$ cat config.mk
export PLATFORM = sky130hd
export DESIGN_NAME = regfile_sb
export DESIGN_NICKNAME = d
export VERILOG_FILES = /design/src/rtl/regfile_pkg.sv /design/src/rtl/regfile_scoreboard.sv /design/src/rtl/regfile_sb.sv
export SDC_FILE = /design/constraint.sdc
export NUM_CORES = 1
export LEC_CHECK = 0
export ABC_AREA = 1
export BUFFER_PORTS_ARGS = -buffer_cell sky130_fd_sc_hd__buf_2
export CAP_MARGIN = 20
export CELL_PAD_IN_SITES_DETAIL_PLACEMENT = 1
export CELL_PAD_IN_SITES_GLOBAL_PLACEMENT = 1
export CORE_UTILIZATION = 46
export DETAILED_ROUTE_END_ITERATION = 7
export PLACE_DENSITY_LB_ADDON = 0.1
export SYNTH_ARGS = -nofsm -noshare
export SYNTH_HDL_FRONTEND = slang
export SYNTH_HIERARCHICAL = 1
export SYNTH_SLANG_ARGS = --single-unit
export TNS_END_PERCENT = 5
$ cat constraint.sdc
create_clock -name clk -period 5.4 [get_ports clk]
set_input_delay 1.08 -clock clk [delete_from_list [all_inputs] [get_ports clk]]
set_output_delay 1.08 -clock clk [all_outputs]
set_load 0.01 [all_outputs]
$ cat src/rtl/regfile_pkg.sv
// Shared defaults and index type for the register file with hazard scoreboard.
package regfile_pkg;

  localparam int unsigned N_DEF  = 8;
  localparam int unsigned R_DEF  = 8;
  localparam int unsigned AW_DEF = $clog2(R_DEF);

  typedef logic [AW_DEF-1:0] reg_idx_t;

endpackage

$ cat src/rtl/regfile_scoreboard.sv
// Busy-bit scoreboard: tracks registers with a write outstanding and flags
// double-issue hazards with a sticky error.
module regfile_scoreboard import regfile_pkg::*; #(
  parameter  int unsigned R      = R_DEF,
  parameter  int unsigned BYPASS = 1,
  localparam int unsigned AW     = $clog2(R)
) (
  input  logic          clk,
  input  logic          reset,
  input  logic          issue,
  input  logic [AW-1:0] Ino,
  input  logic          w,
  input  logic [AW-1:0] Wdno,
  input  logic [AW-1:0] Rdno,
  input  logic [AW-1:0] Rsno,
  output logic          stall,
  output logic          err
);

  localparam bit BYP = (BYPASS != 0);

  logic [R-1:0] busy;
  logic [R-1:0] busy_nx;
  logic [R-1:0] busy_eff;
  logic         hazard;

  always_comb begin
    busy_nx = busy;
    if (w)     busy_nx[Wdno] = 1'b0;
    // Issue is applied after the write so a same-cycle new producer wins.
    if (issue) busy_nx[Ino]  = 1'b1;
    busy_nx[0] = 1'b0;

    hazard = issue && (Ino != '0) && busy[Ino] && !(w && (Wdno == Ino));

    busy_eff = busy;
    if (BYP && w) busy_eff[Wdno] = 1'b0;
    busy_eff[0] = 1'b0;
  end

  assign stall = !reset && (busy_eff[Rdno] || busy_eff[Rsno]);

  always_ff @(posedge clk or posedge reset) begin
    if (reset) begin
      busy <= '0;
      err  <= 1'b0;
    end else begin
      busy <= busy_nx;
      if (hazard) err <= 1'b1;
    end
  end

endmodule

$ cat src/rtl/regfile_sb.sv
// Two-read/one-write register file with r0 hardwired to zero, optional
// write-to-read forwarding, and a busy-bit scoreboard for stall/err.
module regfile_sb import regfile_pkg::*; #(
  parameter  int unsigned N      = N_DEF,
  parameter  int unsigned R      = R_DEF,
  parameter  int unsigned BYPASS = 1,
  localparam int unsigned AW     = $clog2(R)
) (
  input  logic          clk,
  input  logic          reset,
  input  logic          w,
  input  logic [AW-1:0] Wdno,
  input  logic [N-1:0]  Wdata,
  input  logic [AW-1:0] Rdno,
  input  logic [AW-1:0] Rsno,
  output logic [N-1:0]  Rd,
  output logic [N-1:0]  Rs,
  input  logic          issue,
  input  logic [AW-1:0] Ino,
  output logic          stall,
  output logic          err
);

  localparam bit BYP = (BYPASS != 0);

  logic [N-1:0] gpr [R];

  always_ff @(posedge clk or posedge reset) begin
    if (reset) begin
      gpr <= '{default: '0};
    end else if (w && (Wdno != '0)) begin
      gpr[Wdno] <= Wdata;
    end
  end

  // Reset gating keeps a forwarded Wdata from leaking out while reset is high.
  always_comb begin
    Rd = '0;
    Rs = '0;
    if (!reset && (Rdno != '0))
      Rd = (BYP && w && (Wdno == Rdno)) ? Wdata : gpr[Rdno];
    if (!reset && (Rsno != '0))
      Rs = (BYP && w && (Wdno == Rsno)) ? Wdata : gpr[Rsno];
  end

  regfile_scoreboard #(
    .R      (R),
    .BYPASS (BYPASS)
  ) u_scoreboard (
    .clk   (clk),
    .reset (reset),
    .issue (issue),
    .Ino   (Ino),
    .w     (w),
    .Wdno  (Wdno),
    .Rdno  (Rdno),
    .Rsno  (Rsno),
    .stall (stall),
    .err   (err)
  );

endmodule
==> results of run 1 <==
-- registers in the layout, indices dropped and copies added (netlist names) --
signal	count
gpr	64
u_scoreboard/err	1
u_scoreboard/busy	7
-- final cells by class --
type,instances,area [sq um],share of cell area [%]
multi-input cells,553,2450,48.6
flip-flops and latches,72,1800,35.7
repair buffers,44,228,4.51
well taps,133,166,3.30
inverters,40,153,3.03
clock buffers,11,141,2.80
clock inverters,5,104,2.06
-- power groups by stage --
stage	Clock [mW]	Combinational [mW]	Sequential, mW
6_report	0.538	0.381	0.708
5_1_grt	0.561	0.436	0.720
4_1_cts	0.546	0.381	0.707
3_5_place_dp	0	0.377	0.716
3_3_place_gp	0	0.361	0.711
2_1_floorplan	0	0.279	0.691
-- how the worst min path moves through the flow --
stage / start / end / slack, ns
finish: gpr[58] / gpr[58] / 0.41
global route: gpr[56] / gpr[56] / 0.43
global placement: gpr[63] / gpr[63] / 0.40
detailed placement: gpr[56] / gpr[56] / 0.40
floorplan: gpr[62] / gpr[62] / 0.45
CTS: gpr[56] / gpr[56] / 0.41
-- cell families (layout without fill, tap and decap cells) --
| kind of cell | Yosys count | after routing | share of synthesized area (%) |
|---|---|---|---|
| compound gates | 73 | 73 | 8.66 |
| xor+xnor | 1 | 1 | 0.188 |
| buf+inv | 79 | 100 | 8.63 |
| flops | 72 | 72 | 38.7 |
| simple gates | 479 | 479 | 43.8 |
-- routing by layer --
| metal | GRT usage (%) | up-vias | wire length (microns) |
|---|---|---|---|
| li1 | - | 2278 | - |
| met1 | 45.1 | 2315 | 7320 |
| met2 | 52.3 | 141 | 7340 |
| met3 | 4.68 | 37 | 828 |
| met4 | 14.1 | 0 | 456 |
| met5 | 0 | - | 0 |
-- placed cells by master (no fill, tap or decap), types with 3 or more instances in the layout --
master,n
o21ai_1,11
dfrtp_1,72
inv_1,28
buf_2,41
bufinv_16,3
a21oi_1,11
nor2_4,4
nand2_2,5
nor2_2,4
nand2_1,286
a21oi_2,3
nor2_1,62
buf_4,3
inv_2,11
nand4_1,4
nand3_1,110
clkbuf_8,10
o21ai_0,43
-- critical path, cell delays in order --
cell and delay (ns):
buf_2 0.43, inv_2 0.31, nand2_1 0.16, nand2_1 0.11
nor2_4 0.22, nand2_4 0.14, nand2_1 0.11, nor2_1 0.05
nor2_1 0.18, buf_2 0.17
==> flow_summary.toml, run 1 <==
[global_routing]
grt.total_usage_pct = 33.0
antenna_found_initial = 0
grt_first_pass_wirelength_microns = 25900
grt.overflow.total = 0
grt_max_degree = 65
grt_pass1_vias = 4840

[worst_setup_path]
crit_start = "Rdno[1]"
critical_path.endpoint_type = "output pin"
start_kind = "input pin"
path_class = "in2out"
r2r_slack_ns = 4.44
rr_endpoint = "u_scoreboard/err"
crit_fanout = 20
rr_startpoint = "u_scoreboard/busy[5]"
arrival_ns = 2.98
endpoint = "Rd[2]"
required_ns = 4.32
worst_r2r_path_depth = 6

[placement]
dp_cells = 842
place_ws_ns = 1.42
gp_congestion = 0.888
port_buffers = 41
dp_hpwl_microns = 10500
postPlaceCellArea_sq_mm = 0.00480

[timing]
fin_ws_ns = 1.34
period_needed_ns = 4.06
skew_ns = 0.00165
max_freq_mhz = 246
rsz0062_at_grt = "no"
tightestPinTransition_ns = 0.864
setup_tns_ns = 0
finalMaxSlewViolations = 0
whs_ns = 0.414
slew_headroom_pct = 42.4
fin_crit_sh_pct = 75.1
hold_viol_final = 0
setup-violations-final = 0

[power]
swShare_pct = 33.6
peakVddDrop_uv = 192
p_total_mw = 1.63
p_int_mw = 1.08
switchingPower_mw = 0.546
leakage_nw = 2.60
combinationalPowerShare_pct = 23.4
pwr-share-clk_pct = 33.1
powerDensity_mw_per_mm2 = 322
seq_power_share_pct = 43.5

[die]
die_y_microns = 103
start_util_pct = 47.6
ios = 42
fp.dieW_microns = 103
placeableCoreArea_sq_mm = 0.00977
die_area_sq_mm = 0.0105
rows = 36

[finish]
fin_util_pct = 51.6
drive_gt1_share_pct = 13.0
fillerInstances = 1363
syn_to_final_growth_pct = 8.39
instances_no_fill = 858
nNetsFinal = 744
num_antenna_cells = 0
postLayoutCellArea_sq_mm = 0.00504

[logic_synthesis]
yosys_register_bits = 72
synth.most_common_cell = "nand2_1"
async_reset_ff_share_pct = 100
synth_cell_types = 27
synth_edf_count = 0
synthCells = 704
yosys_most_used_dff = "dfrtp_1"
ys_seq_area_share_pct = 38.7
yosysTopAreaCell = "dfrtp_1"
yosysTopAreaCellShare_pct = 38.7
synth_commonest_cells = "nand2_1 (286), nand3_1 (110), dfrtp_1 (72)"
syn-num-nets = 728
ys_top_cells_by_area = "dfrtp_1 (39%), nand2_1 (23%), nand3_1 (12%)"
syn_area_sq_mm = 0.00465
syn_area_per_cell_sq_um = 6.61
yosys_warnings = 6

[clocking]
cts.repair.resized = 0
cts.sinks = 72
cts_made_buffers = 9
clk_latency_ns = 0.36
cts_setup_buffers = 0
cts-root-buf = "clkbuf_8"
clkTransAtPathRegs_ns = 0.08
cts_tree = "built"
ctsHoldBuffers = 0
cts.path.max_buffers = 2
htreeDepth = 3

[detailed_routing]
drtIter0Drc = 229
drtPass1Iterations = 4
via_count = 4771
post-route-drc-count = 0
wl_microns = 16000
wire_per_inst_microns = 18.6
detail-route-antenna-nets = 0
vias_per_cell = 5.56

[run]
drv_cap = 0

[worst_hold_path]
hold_class = "reg2reg"
min_path_cells = 0

[run_status]
status = "finished, final reports clean"
Note: power is estimated with default switching activity, not from simulation.
==> run 2, diff against run 1 <==
- CORE_UTILIZATION: 46 -> 43
- clock period: 5.4 -> 3.93 ns (I/O delays scaled with it)
==> flow_summary.toml, run 2 (same netlist as run 1, synthesis figures left out) <==
[detailed_routing]
vias_per_cell = 5.58
drtPass1Iterations = 5
via_count = 4799
wl_microns = 16000
detail-route-antenna-nets = 0
post-route-drc-count = 0
wire_per_inst_microns = 18.6
drtIter0Drc = 275

[timing]
hold_viol_final = 0
finalMaxSlewViolations = 0
fin_crit_sh_pct = 82.2
setup_tns_ns = 0
skew_ns = 0.00361
tightestPinTransition_ns = 0.773
period_needed_ns = 3.23
slew_headroom_pct = 48.4
max_freq_mhz = 310
setup-violations-final = 0
fin_ws_ns = 0.700
rsz0062_at_grt = "no"

[clocking]
cts.path.max_buffers = 2
cts_setup_buffers = 0
clk_latency_ns = 0.36
htreeDepth = 3
cts_tree = "built"
clkTransAtPathRegs_ns = 0.07
cts_made_buffers = 9
cts-root-buf = "clkbuf_8"
cts.repair.resized = 0
ctsHoldBuffers = 0
cts.sinks = 72

[placement]
port_buffers = 41
dp_hpwl_microns = 11000
place_ws_ns = 0.699
dp_cells = 847
gp_congestion = 0.844

[global_routing]
grt_max_degree = 38
grt_first_pass_wirelength_microns = 26300
grt.total_usage_pct = 30.7
grt.overflow.total = 0
grt_pass1_vias = 4899
antenna_found_initial = 0

[power]
leakage_nw = 2.57
peakVddDrop_uv = 178
powerDensity_mw_per_mm2 = 416
p_total_mw = 2.08

[worst_setup_path]
worst_r2r_path_depth = 6
critical_path.endpoint_type = "output pin"
crit_fanout = 35
arrival_ns = 2.44
path_class = "in2out"
start_kind = "input pin"
required_ns = 3.14

[die]
die_area_sq_mm = 0.0112
die_y_microns = 106
placeableCoreArea_sq_mm = 0.0104
rows = 37
fp.dieW_microns = 106
start_util_pct = 44.7
ios = 42

[finish]
layout_commonest_cell = "nand2_1"
largest-register = "gpr"
layout_common_cells = "nand2_1 (286), nand3_1 (110), dfrtp_1 (72)"
top_regs = "gpr (64), u_scoreboard/busy (7), u_scoreboard/err (1)"
drive_gt1_share_pct = 12.8
fillerInstances = 1433
instances_no_fill = 860
largest_register_ffs = 64
nNetsFinal = 746
seq_area_sq_mm = 0.00180
num_antenna_cells = 0
syn_to_final_growth_pct = 7.26
multiInputGateArea_sq_mm = 0.00245

[worst_hold_path]
hold_class = "reg2reg"
min_path_cells = 0

[run_status]
status = "finished, final reports clean"

[run]
drv_cap = 0
[run 2: per-layer routing]
metal / GRT usage (%) / wire [microns]
met2: 50.7 / 7550
met3: 3.74 / 876
met1: 42.0 / 7360
met5: 0 / 0
met4: 9.52 / 251
[run 2: final timing paths]
kind | to | slack (ns) | start
min in group asynchronous | u_scoreboard/busy[5] | 0.47 | reset
setup / recovery | Rd[4] | 0.70 | Rdno[0]
max in group asynchronous | gpr[5] | 2.34 | reset
setup reg to reg | u_scoreboard/err | 2.98 | u_scoreboard/busy[5]
hold / removal | gpr[60] | 0.41 | gpr[60]
hold reg to reg | gpr[60] | 0.41 | gpr[60]
[run 2: layout make-up]
type,instances,share of cell area (%)
Clock inverter,3,0.927
Tap cell,136,3.41
Inverter,40,3.06
Sequential cell,72,36.1
Multi-Input combinational cell,553,49.1
Clock buffer,10,2.56
Timing Repair Buffer,46,4.86
[run 2: through the flow]
stage                     hold slack (ns)  utilization, %  cell area, sq um
final                               0.406            47.9              4990
after global routing                0.423            47.9              4990
after CTS                           0.410            47.9              4990
after detailed placement            0.395            46.3              4820
after global placement              0.387            46.3              4820
after floorplan                     0.451               -              4650
[run 2: where the power goes]
part | internal (mW) | leakage, nW | switching, mW
logic | 0.182 | 1.59 | 0.347
registers | 0.865 | 0.895 | 0.107
clock network | 0.284 | 0.0843 | 0.291
total | 1.33 | 2.57 | 0.745
[run 2: worst max-delay path: stages]
cell     delay, ns
buf_2         0.11
inv_2         0.51
nor2_1        0.16
nor2_4        0.28
nand2_4       0.12
nand2_1       0.09
nor2_1        0.05
nor2_1        0.17
buf_2         0.17
